File: config.mk
export PLATFORM = sky130hd
export DESIGN_NAME = crc_stream_engine
export DESIGN_NICKNAME = d
export VERILOG_FILES = /design/src/rtl/crc_pkg.sv /design/src/rtl/crc_beat_step.sv /design/src/rtl/crc_stream_engine.sv
export SDC_FILE = /design/constraint.sdc
export NUM_CORES = 1
export LEC_CHECK = 0
export BUFFER_PORTS_ARGS = -buffer_cell sky130_fd_sc_hd__buf_4
export CAP_MARGIN = 10
export CORE_MARGIN = 5
export CORE_UTILIZATION = 44
export CTS_BUF_LIST = sky130_fd_sc_hd__clkbuf_4 sky130_fd_sc_hd__clkbuf_8
export DETAILED_ROUTE_END_ITERATION = 8
export SETUP_SLACK_MARGIN = 0.1
export SLEW_MARGIN = 15
export SYNTH_ARGS = -nofsm -noshare
export SYNTH_HDL_FRONTEND = slang
export SYNTH_SLANG_ARGS = --single-unit
File: constraint.sdc
create_clock -name clk -period 5.95 [get_ports clk]
set_input_delay 0.2975 -clock clk [delete_from_list [all_inputs] [get_ports clk]]
set_output_delay 0.2975 -clock clk [all_outputs]
set_load 0.05 [all_outputs]
File: src/rtl/crc_pkg.sv
//------------------------------------------------------------------------------
// crc_pkg : shared FSM state encoding and bit-reversal helper for the CRC engine
// Rev 1.0
//------------------------------------------------------------------------------
`default_nettype none

package crc_pkg;

  typedef enum logic [1:0] {
    ST_IDLE = 2'd0,
    ST_RUN  = 2'd1,
    ST_DONE = 2'd2
  } state_t;

  // Reverses the low n bits of v; bits at and above n come back as zero.
  function automatic logic [31:0] rev_bits(input logic [31:0] v, input int n);
    logic [31:0] r;
    logic [31:0] s;
    r = '0;
    s = v;
    for (int i = 0; i < 32; i++) begin
      if (i < n) begin
        r = {r[30:0], s[0]};
        s = s >> 1;
      end
    end
    return r;
  endfunction

endpackage

`default_nettype wire

File: src/rtl/crc_beat_step.sv
//------------------------------------------------------------------------------
// crc_beat_step : one message beat of W bits folded into an N-bit CRC, combinational
// Rev 1.0
//------------------------------------------------------------------------------
`default_nettype none

module crc_beat_step #(
  parameter int N = 8,
  parameter int W = 8
) (
  input  logic [N-1:0] i_crc,
  input  logic [W-1:0] i_data,
  input  logic [N-1:0] i_taps,
  input  logic         i_refin,
  output logic [N-1:0] o_crc
);

  logic [W-1:0] w_data_rev;
  logic [W-1:0] w_ord;
  logic [N-1:0] w_poly;
  logic [N-1:0] w_c;
  logic         w_fb;

  for (genvar g = 0; g < W; g++) begin : g_rev
    assign w_data_rev[g] = i_data[W-1-g];
  end

  // LSB-first consumption is MSB-first consumption of the reversed beat.
  assign w_poly = i_taps | N'(1);

  always_comb begin
    w_ord = i_refin ? w_data_rev : i_data;
    w_c   = i_crc;
    w_fb  = 1'b0;
    for (int i = 0; i < W; i++) begin
      w_fb  = w_c[N-1] ^ w_ord[W-1];
      w_c   = {w_c[N-2:0], 1'b0} ^ (w_fb ? w_poly : '0);
      w_ord = w_ord << 1;
    end
    o_crc = w_c;
  end

endmodule

`default_nettype wire

File: src/rtl/crc_stream_engine.sv
//------------------------------------------------------------------------------
// crc_stream_engine : framed streaming CRC, runtime polynomial/init/xorout/reflection
// Rev 1.0
//------------------------------------------------------------------------------
`default_nettype none

module crc_stream_engine
  import crc_pkg::*;
#(
  parameter int N = 8,
  parameter int W = 8
) (
  input  logic         clk,
  input  logic         rst_n,
  input  logic [N-1:0] cfg_taps,
  input  logic [N-1:0] cfg_init,
  input  logic [N-1:0] cfg_xorout,
  input  logic         cfg_refin,
  input  logic         cfg_refout,
  input  logic         start,
  input  logic         abort,
  input  logic         in_valid,
  output logic         in_ready,
  input  logic [W-1:0] in_data,
  input  logic         in_last,
  output logic         out_valid,
  input  logic         out_ready,
  output logic [N-1:0] out_crc,
  output logic         busy
);

  state_t       r_state;
  state_t       w_state_next;
  logic [N-1:0] r_crc;
  logic [N-1:0] r_taps;
  logic [N-1:0] r_xorout;
  logic [N-1:0] r_out_crc;
  logic         r_refin;
  logic         r_refout;
  logic [N-1:0] w_crc_next;
  logic [N-1:0] w_crc_fin;
  logic         w_start;
  logic         w_accept;

  crc_beat_step #(
    .N (N),
    .W (W)
  ) u_step (
    .i_crc   (r_crc),
    .i_data  (in_data),
    .i_taps  (r_taps),
    .i_refin (r_refin),
    .o_crc   (w_crc_next)
  );

  assign w_crc_fin = (r_refout ? N'(rev_bits(32'(w_crc_next), N)) : w_crc_next) ^ r_xorout;
  assign out_crc   = r_out_crc;

  always_ff @(posedge clk or negedge rst_n) begin
    if (!rst_n) begin
      r_state <= ST_IDLE;
    end else begin
      r_state <= w_state_next;
    end
  end

  // abort outranks both a beat accept and an out_ready handshake.
  always_comb begin
    w_state_next = r_state;
    in_ready     = 1'b0;
    out_valid    = 1'b0;
    busy         = (r_state != ST_IDLE);
    w_start      = 1'b0;
    w_accept     = 1'b0;
    case (r_state)
      ST_IDLE: begin
        w_start = start & ~abort;
        if (w_start) w_state_next = ST_RUN;
      end
      ST_RUN: begin
        in_ready = 1'b1;
        w_accept = in_valid & ~abort;
        if (abort) w_state_next = ST_IDLE;
        else if (w_accept && in_last) w_state_next = ST_DONE;
      end
      ST_DONE: begin
        out_valid = 1'b1;
        if (abort || out_ready) w_state_next = ST_IDLE;
      end
      default: w_state_next = ST_IDLE;
    endcase
  end

  always_ff @(posedge clk or negedge rst_n) begin
    if (!rst_n) begin
      r_crc     <= '0;
      r_taps    <= '0;
      r_xorout  <= '0;
      r_refin   <= 1'b0;
      r_refout  <= 1'b0;
      r_out_crc <= '0;
    end else begin
      if (w_start) begin
        r_crc    <= cfg_init;
        r_taps   <= cfg_taps;
        r_xorout <= cfg_xorout;
        r_refin  <= cfg_refin;
        r_refout <= cfg_refout;
      end
      if (w_accept) begin
        r_crc <= w_crc_next;
        if (in_last) r_out_crc <= w_crc_fin;
      end
    end
  end

endmodule

`default_nettype wire
# Word-level counts from Yosys, hierarchy flattened
# Index checks and enable logic that the tools add are counted.
# word_totals
mem_count	0
out_inout_bits	11
register_bits	36
input_bits	41
elab_cells	60
latch_bits	0
rom_bits	0
ramBits	0
# classes
mux	21
magnitude_cmp	0
reduce_logical	7
n_addsub	0
bitwise	20
shifts	0
n_eq_ne	5
n_div	0
multipliers	0
# ops
cell	n
$mux 8	12
$xor 8x8->8	9
$mux 2	4
$xor 1x1->1	8
$pmux 2 s3	1
$mux 1	4
$ne 2x2->1 const B	2
$reduce_bool 2->1	2
$ne 3x3->1 const B	1
$reduce_and 3->1	1
$and 1x1->1	2
$eq 2x1->1 const B	1
$eq 2x2->1 const B	1
$logic_not 2->1	1
$reduce_and 2->1	1
$logic_and 1x1->1	1
$logic_or 1x1->1	1
$not 1->1	1

# Longest topological paths before layout
# logic_depth
depth_word	27
ltp_mapped	19
mapped_depth_nobuf	15

# Modules after synthesis
# From an unflattened synthesis, not the netlist that was laid out.
# unflattened
hier_cells	411
hier_area_um2	3407.0
# by_module_without_submodules
module	instances	area_each_um2	cells_per_inst	seq_area_each_um2
crc_beat_step	1	1759.2	252	0.0
crc_stream_engine	1	1647.8	159	900.9

# Worst setup path before layout
# No wires, ideal clock.
# synth_timing
kind	reg-to-reg
startpoint	register r_refin
endpoint	register r_out_crc[0] (netlist: out_crc[0])
setup_ns	0.124
period_less_slack_ns	4.361
t_arrival_ns	4.237
path_buffers	2
required_ns	5.826
path_stages_with_launch	18
slack_ns	1.589
path_cell_list	dfrtp_1 buf_6 mux2i_4 mux2_4 o211a_1 a31oi_1 nand3_2 a2111oi_1 o41ai_2 o311ai_2 xor2_1 mux2_4 or3_1 buf_6 a311o_1 a31oi_1 xnor2_1 o21ai_1
# synth_via
elab_chain_cells	27
# synth_lines
item	line	text
from (decl)	crc_stream_engine.sv:38	logic r_refin;
from (signal assigned)	crc_stream_engine.sv:107	r_refin <= cfg_refin;
$mux 8 *	crc_beat_step.sv:32	w_ord = i_refin ? w_data_rev : i_data;
$xor 1x1->1	crc_beat_step.sv:36	w_fb = w_c[N-1] ^ w_ord[W-1];
$mux 8	crc_beat_step.sv:37	w_c = {w_c[N-2:0], 1'b0} ^ (w_fb ? w_poly : '0);
$xor 8x8->8	crc_beat_step.sv:37	
$xor 1x1->1	crc_beat_step.sv:36	
$mux 8	crc_beat_step.sv:37	
$xor 8x8->8	crc_beat_step.sv:37	
$xor 1x1->1	crc_beat_step.sv:36	
[11 not listed]	-	
$xor 1x1->1	crc_beat_step.sv:36	
$mux 8	crc_beat_step.sv:37	
$xor 8x8->8	crc_beat_step.sv:37	
$xor 1x1->1	crc_beat_step.sv:36	
$mux 8	crc_beat_step.sv:37	
$xor 8x8->8 *	crc_beat_step.sv:37	
$mux 8 *	crc_stream_engine.sv:56	assign w_crc_fin = (r_refout ? N'(rev_bits(32'(w_crc_next), N)) : w_crc_next) ^ r_xorout;
$xor 8x8->8 *	crc_stream_engine.sv:56	
to (signal assigned)	crc_stream_engine.sv:112	if (in_last) r_out_crc <= w_crc_fin;
to (decl)	crc_stream_engine.sv:37	logic [N-1:0] r_out_crc;
# Every way passes the cells marked *; elsewhere a longest branch is shown, timed or not.
# A chain may end at the register's enable or synchronous reset.

# Final worst setup path
# layout_timing
startpoint	register r_refin
endpoint	register r_out_crc[5] (netlist: out_crc[5])
# Same word-level chain as after synthesis.

==> flow_summary.ini <==
[setup_path]
cp_slowest_stage_delay_ns = 0.55
rr_startpoint = r_refin
cp.required_ns = 6.12
startpoint = r_refin
worstPathCellList = mux2i_4 -> xor2_1 -> o22ai_1 -> o31ai_1 -> and2_1 -> nor4_1 -> o41ai_2 -> o311ai_2 -> xor2_1 -> o22ai_1 -> or3_1 -> nand3_1 -> xnor2_1 -> xnor2_1 -> a221o_1
cp-end-kind = flop
cp_slowest_cell = and2_1
critPathKind = flop to flop
start_kind = flop
cp.arrival_ns = 5.34
path_max_fanout = 16

[sta]
skew_ns = 0.005152
worst_hold_slack_ns = 0.2028
max_slew_margin_pct = 49.61
tns_ns = 0
hold_violations = 0
fmax_mhz = 193.5
fin_crit_sh_pct = 86.84
final-setup-viol-count = 0
tightest_slew_ns = 0.7559
fin_crit_ns = 5.167
rsz0062_at_grt = no
drv_slew = 0
setup_slack_ns = 0.7832

[drt]
dr.pass1.iters = 4
avgViaCountPerCell = 5.852
wl_um = 9350
vias = 3271
wl_per_cell_um = 16.73
ant_nets = 0
drcViolationCount = 0
drt_iter0_drc = 136

[die]
die_y_um = 99.15
core_region_area_um2 = 7727
io_pins = 52
design.die.area_um2 = 9831
die_w_um = 99.15
rows = 32
initial_core_util_pct = 45.26

[finish]
syn_to_final_growth_pct = 15.78
drive_gt1_share_pct = 22.54
num_antenna_cells = 0
nets = 498
fin_area_um2 = 4049

[synth]
ys_ff_latch = 35
postSynth.asyncResetShare_pct = 100.0
syn_inst = 413
yosys.area.top_type = dfrtp_1
yosys_warnings = 0
synth.avg_cell_area_um2 = 8.468
synth_ff_type = dfrtp_1
syn_area_um2 = 3497
yosysTopAreaCellShare_pct = 25.04
ys_top_cells_by_count = nand2_1 (46), xnor2_1 (36), dfrtp_1 (35), nor2_1 (33), o21ai_0 (30)
synth_cell_types = 71
ys_top_cells_by_area = dfrtp_1 (25%), xnor2_1 (9.0%), nand2_1 (4.9%), o21ai_0 (4.3%), xor2_1 (4.3%)
ys_seq_area_share_pct = 25.04
synth_most_common_cell = nand2_1
synth_edf_count = 0
synth.net_count = 454

[clock_network]
numCtsBuffers = 5
clockBufferDepth = 2
clk_pin_slew_ns = 0.07
cts_tree = built
htreeDepth = 2
cts-root-buf = clkbuf_8
cts_setup_buffers = 0
clock_sinks = 35
cts_resized = 0
clock_latency_ns = 0.29

[place]
port_buffers = 50
place_area_um2 = 3951
pre_cts_slack_ns = 0.8213
dp_hpwl_um = 7187
gp_congestion = 0.8543

[min_path]
worstHoldStart = abort
hold_class = input port to flop

[global_routing]
grt_pass1_vias = 3261
grt_max_degree = 38
antenna_found_initial = 0
grt-ovfl-total = 0
grt_pass1_wl_um = 15890
grt_use_total_pct = 19.65

[run]
cap_violations = 0

[run_status]
status = finished clean
[state kept, by name, summed over array words and instances (netlist names)]
name,cells
r_xorout,8
r_crc,8
out_crc,8
r_state,2
r_refin,1
r_refout,1
r_taps,7
[kinds of logic (layout without fill, tap and decap cells)]
logic type | count (synthesis) | count (layout) | share of synthesized area (%)
compound gates | 116 | 116 | 23.26
xor+xnor | 63 | 63 | 19.07
buf+inv | 35 | 79 | 5.259
flops | 35 | 35 | 25.04
mux | 27 | 27 | 9.088
simple gates | 137 | 137 | 18.28
[per-layer routing]
metal / part of all wire [%] / vias up / routed length [µm] / global-route usage [%]
met1: 45 / 1556 / 4209 / 26.41
met4: 3.3 / 0 / 304 / 7.668
met5: 0 / - / 0 / 0
met3: 5.4 / 23 / 502 / 3.226
li1: - / 1589 / - / -
met2: 46 / 103 / 4333 / 31.61
[path summary, 6_finish.rpt]
| path | end | slack (ns) | cells after the start |
|---|---|---|---|
| max in group asynchronous | r_refin | 5.11 | 2 |
| worst max-delay path | out_crc[5] | 0.78 | 15 |
| worst min register to register | out_crc[0] | 0.51 | 2 |
| worst max register to register | out_crc[5] | 0.78 | 15 |
| worst min-delay path | r_state[1] | 0.20 | 2 |
| min in group asynchronous | r_xorout[6] | 0.51 | 2 |
[area by class of cell]
cell class                 count  area [µm²]
fill                         760        3679
multi-input combinational    343        2449
sequential                    35       875.8
timing repair buffer          63       475.5
tap                          102       127.6
clock buffer                   6       82.58
inverter                       9       33.78
clock inverter                 1       5.005
[critical path: cells and delay by family (launching register included)]
family	cells	cell delay [ns]
AOI/OAI and AO/OA	6	1.84
xor gates and xnor gates	4	1.23
DFF	1	0.41
muxes	1	0.33
and+or+nand+nor	4	1.23
[cells in the final DEF (no fill, tap or decap), types with 5 or more instances in the layout]
master	instances
buf_4	62
nor3_1	8
a21oi_1	19
o21ai_0	30
mux2_2	9
mux2i_1	13
a211oi_1	10
dfrtp_1	35
clkbuf_8	6
xnor2_1	36
o211ai_1	5
nand2_1	46
xor2_1	17
inv_1	9
nor2_1	33
nor2b_1	8
nand3_1	20
[per-stage QoR]
| step | cells | utilization [%] |
|---|---|---|
| after global routing | 559 | 52.40 |
| after floorplan | 413 | - |
| final | 559 | 52.40 |
| after CTS | 559 | 52.40 |
| after detailed placement | 551 | 51.13 |
| after global placement | 551 | 51.13 |
[what timing repair did]
item / CTS / global route
hold buffers: 1 / 0
hold endpoints to repair: 35 / 0
setup endpoints to repair: 0 / 0
Power is left out: the tool's default activity adds up to more than one toggle a clock period on the data nets, which glitch-free logic cannot reach.
